**config.mk**
```make
export PLATFORM = sky130hd
export DESIGN_NAME = esc_ping_scheduler
export DESIGN_NICKNAME = d
export VERILOG_FILES = /design/src/rtl/esc_ping_scheduler.sv
export SDC_FILE = /design/constraint.sdc
export NUM_CORES = 1
export LEC_CHECK = 0
export CORE_MARGIN = 5
export CORE_UTILIZATION = 59
export CTS_BUF_LIST = sky130_fd_sc_hd__clkbuf_4 sky130_fd_sc_hd__clkbuf_8
export DETAILED_ROUTE_END_ITERATION = 8
export PLACE_DENSITY = 0.95
export SLEW_MARGIN = 0
export SYNTH_ARGS = -nofsm -noshare
export SYNTH_HDL_FRONTEND = slang
export SYNTH_SLANG_ARGS = --single-unit
```
**constraint.sdc**
```tcl
create_clock -name clk_i -period 5.6 [get_ports clk_i]
set_input_delay 1.12 -clock clk_i [delete_from_list [all_inputs] [get_ports clk_i]]
set_output_delay 1.12 -clock clk_i [all_outputs]
set_load 0.01 [all_outputs]
```
**src/rtl/esc_ping_scheduler.sv**
```systemverilog
// Round-robin ping scheduler for escalation sender/receiver lanes.
// Define ESC_PING_SPURIOUS_CHK_EN to flag acks arriving on lanes that were not pinged.
module esc_ping_scheduler #(
    parameter int N_ESC  = 4,
    parameter int WAIT_W = 16,
    parameter int TO_W   = 8
) (
    input  logic              clk_i,
    input  logic              rst_ni,
    input  logic              en_i,
    input  logic [N_ESC-1:0]  esc_mask_i,
    input  logic [WAIT_W-1:0] wait_cyc_i,
    input  logic [TO_W-1:0]   timeout_cyc_i,
    input  logic [N_ESC-1:0]  ping_ok_i,
    output logic [N_ESC-1:0]  ping_en_o,
    output logic [N_ESC-1:0]  ping_fail_o,
    output logic              busy_o
);

    localparam int IDX_W = (N_ESC > 1) ? $clog2(N_ESC) : 1;

    typedef enum logic [1:0] {
        IDLE,
        WAIT,
        PING,
        GAP
    } state_e;

    state_e            state, state_d;
    logic [WAIT_W-1:0] wait_cnt;
    logic [TO_W-1:0]   to_cnt;
    logic [IDX_W-1:0]  sel_idx, last_idx, pick_idx, sel_next;
    logic [N_ESC-1:0]  ping_en_d, fail_d;
    logic              busy_d;
    logic              do_pick, ping_exit, have_lane;

    // First masked lane strictly after last, wrapping; returns last if none is set.
    function automatic logic [IDX_W-1:0] pick(input logic [N_ESC-1:0] mask,
                                              input logic [IDX_W-1:0] last);
        logic [IDX_W-1:0] idx;
        logic [IDX_W-1:0] res;
        logic             found;
        idx   = last;
        res   = last;
        found = 1'b0;
        for (int i = 0; i < N_ESC; i++) begin
            idx = (idx == IDX_W'(N_ESC - 1)) ? '0 : idx + 1'b1;
            if (!found && mask[idx]) begin
                res   = idx;
                found = 1'b1;
            end
        end
        return res;
    endfunction

    function automatic logic [N_ESC-1:0] lane_bit(input logic [IDX_W-1:0] idx);
        logic [N_ESC-1:0] v;
        v      = '0;
        v[idx] = 1'b1;
        return v;
    endfunction

    assign have_lane = en_i && (|esc_mask_i);
    assign pick_idx  = pick(esc_mask_i, last_idx);
    assign do_pick   = (state == WAIT) && (state_d == PING);
    assign ping_exit = (state == PING) && (state_d == GAP);
    assign sel_next  = do_pick ? pick_idx : sel_idx;

    always_ff @(posedge clk_i or negedge rst_ni) begin
        if (!rst_ni) begin
            state <= IDLE;
        end else begin
            state <= state_d;
        end
    end

    always_comb begin
        state_d = state;
        case (state)
            IDLE: if (have_lane) state_d = WAIT;
            WAIT: begin
                if (!en_i) begin
                    state_d = IDLE;
                end else if (wait_cnt <= WAIT_W'(1)) begin
                    state_d = (|esc_mask_i) ? PING : IDLE;
                end
            end
            PING: if (ping_ok_i[sel_idx] || (to_cnt <= TO_W'(1))) state_d = GAP;
            GAP:  state_d = have_lane ? WAIT : IDLE;
            default: state_d = IDLE;
        endcase
    end

    // Outputs are computed one cycle ahead and registered, so nothing leaks combinationally.
    always_comb begin
        ping_en_d = (state_d == PING) ? lane_bit(sel_next) : '0;
        busy_d    = (state_d != IDLE);
        fail_d    = '0;
        if (ping_exit && !ping_ok_i[sel_idx]) begin
            fail_d = lane_bit(sel_idx);
        end
`ifdef ESC_PING_SPURIOUS_CHK_EN
        fail_d = fail_d | (ping_ok_i & ~ping_en_o);
`endif
    end

    always_ff @(posedge clk_i or negedge rst_ni) begin
        if (!rst_ni) begin
            wait_cnt    <= '0;
            to_cnt      <= '0;
            sel_idx     <= '0;
            last_idx    <= IDX_W'(N_ESC - 1);
            ping_en_o   <= '0;
            ping_fail_o <= '0;
            busy_o      <= 1'b0;
        end else begin
            if ((state_d == WAIT) && (state != WAIT)) begin
                wait_cnt <= (wait_cyc_i == '0) ? WAIT_W'(1) : wait_cyc_i;
            end else if ((state == WAIT) && (wait_cnt != '0)) begin
                wait_cnt <= wait_cnt - 1'b1;
            end
            if (do_pick) begin
                to_cnt  <= (timeout_cyc_i == '0) ? TO_W'(1) : timeout_cyc_i;
                sel_idx <= pick_idx;
            end else if ((state == PING) && (to_cnt != '0)) begin
                to_cnt <= to_cnt - 1'b1;
            end
            if (ping_exit) begin
                last_idx <= sel_idx;
            end
            ping_en_o   <= ping_en_d;
            ping_fail_o <= fail_d;
            busy_o      <= busy_d;
        end
    end

endmodule

```
# Word-level counts from Yosys, hierarchy flattened
# Cells that the tools add are included.
# totals
elab_cells,102
register_bits,39
input_bits,35
# classes
mux,41
n_addsub,6
n_eq_ne,11
n_reduce_logical,26
order_cmp,10
# ops
op,n
two-way mux 16 bit,3
two-way mux 2 bit,14
two-way mux 8 bit,3
"< comparator 2 x 3 -> 1 bit, second input constant",6
"== test 2 bit, second input constant",8
"<= comparator 16 x 1 -> 1 bit, second input constant",1
logical NOT 16 bit,1
nonzero test 16 bit,1
"subtractor 16 x 1 -> 16 bit, second input constant",1
logical AND 1 bit,12
two-way mux 1 bit,11
binary-select mux 1 bit (select 2 bit),5
"adder 2 x 1 -> 2 bit, second input constant",4
"<= comparator 8 x 1 -> 1 bit, second input constant",1
logical NOT 8 bit,1
two-way mux 4 bit,2
case mux 2 bit (4 select lines),1
nonzero test 8 bit,1
"subtractor 8 x 1 -> 8 bit, second input constant",1
nonzero test 2 bit,3
demux 1 bit (select 2 bit),2
"== test 2 x 1 -> 1 bit, second input constant",2
">= comparator 2 x 1 -> 1 bit, second input constant",2
logical NOT 1 bit,4
other kinds (4),4

# Depth between registers and ports, before layout
# logic_depth
depth_word,20
ltp_mapped,9
mapped_depth_nobuf,7

# Least setup slack after synthesis
# Ideal clock, no wire load.
# synth_timing
path_kind,input to register
from,in esc_mask_i[1]
to,reg ping_en_o[1]
setup_slack_ps,3002
required_ps,5489
arrival_time_ps,2486
stages,6
n_path_buf,0
setup_time_ps,111
path_cell_list,or4_1 > nand2_1 > nor4_2 > mux2i_1 > o21ai_2 > a2111oi_2
# synth_via
elab_chain_len,18
elab_cells_between_ends,38
classes_between,2 x order compare; 1 x eq/ne; 25 x mux; 10 x reduce/logical
# synth_rtl
item,line_no,rtl
"start, declared",11,"input logic [N_ESC-1:0] esc_mask_i,"
binary-select mux 1 bit (select 2 bit),48,if (!found && mask[idx]) begin
two-way mux 1 bit (not written as such),48,
two-way mux 1 bit,48,
logical NOT 1 bit,48,
logical AND 1 bit,48,
two-way mux 1 bit,48,
logical NOT 1 bit,48,
logical AND 1 bit,48,
[... 4 more ...],--,
two-way mux 2 bit (*),--,
net sel_next[1],32,"logic [IDX_W-1:0] sel_idx, last_idx, pick_idx, sel_next;"
< comparator 2 x 3 -> 1 bit (not written as such) / >= comparator 2 x 1 -> 1 bit (equally long branches),59,v[idx] = 1'b1;
logical AND 1 bit (not written as such),59,
two-way mux 1 bit (not written as such),59,
demux 1 bit (select 2 bit) (*),59,
two-way mux 4 bit (*),96,ping_en_d = (state_d == PING) ? lane_bit(sel_next) : '0;
net ping_en_d[1],33,"logic [N_ESC-1:0] ping_en_d, fail_d;"
"end signal, assigned",131,ping_en_o <= ping_en_d;
"end, declared",15,"output logic [N_ESC-1:0] ping_en_o,"
# Mark *: on every way through the listed nets, which the timed path passes. The rest lies on a longest branch. The select of a mux whose other input is x is not followed.
# A chain may end at the register's enable or synchronous reset.

# Worst setup path after layout
# layout_timing
from,in esc_mask_i[2]
to,reg ping_en_o[1]
# The elaborated chain is that of the path after synthesis.

==> results by group <==
Layout
  • N_diodes: 0
  • Nets: 355
  • Synthesis-to-finish area growth: 21.9%
  • Share of cells above drive strength 1: 0.0889
  • Most common cell after layout, fill and taps aside: clkdlybuf4s50_1
  • Seq. cell area: 978 um^2
  • Fin cells: 365
  • Area of the multi-input gates: 1390 um^2
  • Most frequent cells in the layout: 42 x clkdlybuf4s50_1, 37 x dfrtp_1, 30 x nor2_1, 30 x nand2_1, 22 x o21ai_0
  • Fillcell total: 289

Floorplanning
  • Site row count: 23
  • Die area: 5520 um^2
  • Die X: 74.3 um
  • Core box area: 4000 um^2
  • Starting Density: 0.610
  • Die Y: 74.3 um
  • Ports: 44

Pwr
  • Leak Pwr: 1.15 nW
  • Int Power: 0.548 mW
  • Clock share of power: 0.226
  • Worst VDD drop: 0.227 mV
  • Combinational share of power: 0.311
  • Switch Pwr: 0.321 mW
  • Sw Ratio: 0.369
  • Sequential Power Share: 0.464
  • Pwr Density: 292 nW/um^2

Timing
  • Minimum clock period: 3520 ps
  • Slew Limit Fails: 0
  • Layout Skew: 6.26 ps
  • Period utilization: 0.628
  • Relative slew slack: 0.208
  • RSZ-0062 raised after global routing: false
  • Worst-margin pin slew: 1180 ps
  • Final setup vio count: 0
  • Setup TNS: 0 ps
  • Final WS setup: 2080 ps
  • Maximum clock frequency: 0.284 GHz
  • Final hold violations: 0

Worst setup path
  • Crit. End Element: flip-flop
  • Setup CP Type: in -> reg
  • Critical Path AT: 3700 ps
  • Critical Path RT: 5790 ps
  • Crit start category: input port
  • Worst Path Max Fanout: 13

Drt
  • Vias/cell: 6.52
  • DRC: 0
  • Avg WL per Cell: 17.0 um
  • 1st-iter DRT viols: 256
  • Routed Antenna Nets: 0
  • Initial DRT Pass Iterations: 4
  • Detailed Route WL: 6210 um
  • Vias: 2,378

Synth
  • EDFF count, synth: 0
  • Unique masters post-synth: 63
  • Sequential area share after synthesis: 0.401
  • Top cell type by total area after synthesis: dfrtp_1
  • Top-area cell type share of the netlist area: 0.379
  • FF+latch count, synth: 39
  • Post-synth top flop: dfrtp_1
  • Synthesized cell area: 2440 um^2
  • Warnings from Yosys: 0
  • Syn nets: 314
  • FFs w/ async S/R, synth: 1.00
  • Synth area leaders: dfrtp_1 38%, nand2_1 4.6%, nor2_1 4.6%
  • Gate Count Post-Synth: 273
  • Mapped Avg Cell Area: 8.94 um^2

Placed design
  • IO buf count: 43
  • Post-DP HPWL: 4560 um
  • RePlAce Congestion: 0.903
  • Place WS: 1760 ps
  • Cells after DPL: 357

Run
  • Max Cap Viol: 0

GRT
  • First-pass GRT wire length: 10,300 um
  • Gr usage total: 0.243
  • Gr ovfl total: 0
  • Antenna violations before repair: 0
  • Vias in the first global route: 2,182
  • Largest net degree at the start of global routing: 40

Clock tree
  • TritonCTS clock tree: done
  • Clock Path Buffers: 2
  • TritonCTS buffer count: 5
  • CTS root buf: clkbuf_8
  • Htree depth: 2
  • Hold buffers post-CTS: 0
  • Postcts setup bufs: 0
  • Clock latency at the later pin of the worst-skew pair: 290 ps
  • CTS sink cnt: 39
  • Worst-path clk slew: 80 ps
  • Post-cts resize count: 0

Outcome
  • Status: finished, final reports clean

Worst hold path
  • Hold Path Class: reg -> reg
==> sequential cells by signal, indices dropped and copies added (netlist names) <==
signal / flops
busy_o: 1
to_cnt: 8
sel_idx: 2
ping_fail_o: 4
state: 2
ping_en_o: 4
last_idx: 2
wait_cnt: 16
==> cell families (layout without fill, tap and decap cells) <==
kind of cell,count (synthesis),count (layout),share of synthesized area
multiplexers,4,4,0.0226
adder cells (fa/ha/maj),6,6,0.0308
AO/OA/AOI/OAI,78,78,0.213
XOR/XNOR,6,6,0.0215
buffers and inverters,17,59,0.0308
AND/OR/NAND/NOR,123,123,0.280
flip-flops,39,39,0.401
==> worst paths after layout <==
kind	start	endpoint	slack (ps)	depth (start not counted)
setup / recovery	esc_mask_i[2]	ping_en_o[1]	2080	7
hold / removal	wait_cnt[15]	wait_cnt[15]	550	1
setup reg to reg	wait_cnt[8]	ping_en_o[1]	2680	6
hold reg to reg	wait_cnt[15]	wait_cnt[15]	550	1
max in group asynchronous	rst_ni	wait_cnt[5]	4130	1
min in group asynchronous	rst_ni	ping_fail_o[1]	930	1
==> stage by stage <==
step                      power [mW]   util  hold WS (ps)  instance area (um^2)
after detailed placement       0.671  0.722           523                  2890
after CTS                      0.867  0.744           550                  2980
after global routing           0.925  0.744           564                  2980
after global placement         0.655  0.722           495                  2890
after floorplan                0.577      -           473                  2440
final                          0.869  0.744           555                  2980
==> synth_stat cells, drive strengths merged (3+ instances only) <==
library cell / n
a21oi: 13
o311ai: 5
or4: 7
nor2: 30
or2: 3
nor3: 11
nor4: 7
inv: 7
nor3b: 6
nand3: 7
a31oi: 5
xnor2: 4
clkbuf: 7
buf: 3
o21ai: 25
dfrtp: 37
o211ai: 8
nand4: 3
nand2b: 4
nand2: 31
ha: 6
==> layer usage <==
metal,wire (um),global-route usage
met1,2670,0.341
met2,2950,0.370
met3,446,0.0473
met4,136,0.0988
met5,0,0
==> power groups by stage <==
stage	Combinational, mW	Clock [mW]	Sequential [mW]
final	0.270	0.196	0.403
after global routing	0.304	0.210	0.412
after detailed placement	0.265	0	0.405
after floorplan	0.186	0	0.391
after global placement	0.253	0	0.403
after CTS	0.268	0.199	0.401
==> critical path, stage by stage <==
cell,delay [ps]
clkdlybuf4s50_1,670
or4_1,250
nand2_1,120
nor4_2,800
mux2i_1,290
o21ai_2,120
a2111oi_2,330
==> final cells by class <==
class	count	share of cell area
multi-input combinational	217	0.466
tap	50	0.0210
clock buffer	7	0.0282
sequential	39	0.329
timing repair buffer	44	0.146
inverter	7	0.00883
clock inverter	1	0.00168
Power figures use the tool's default switching activity.
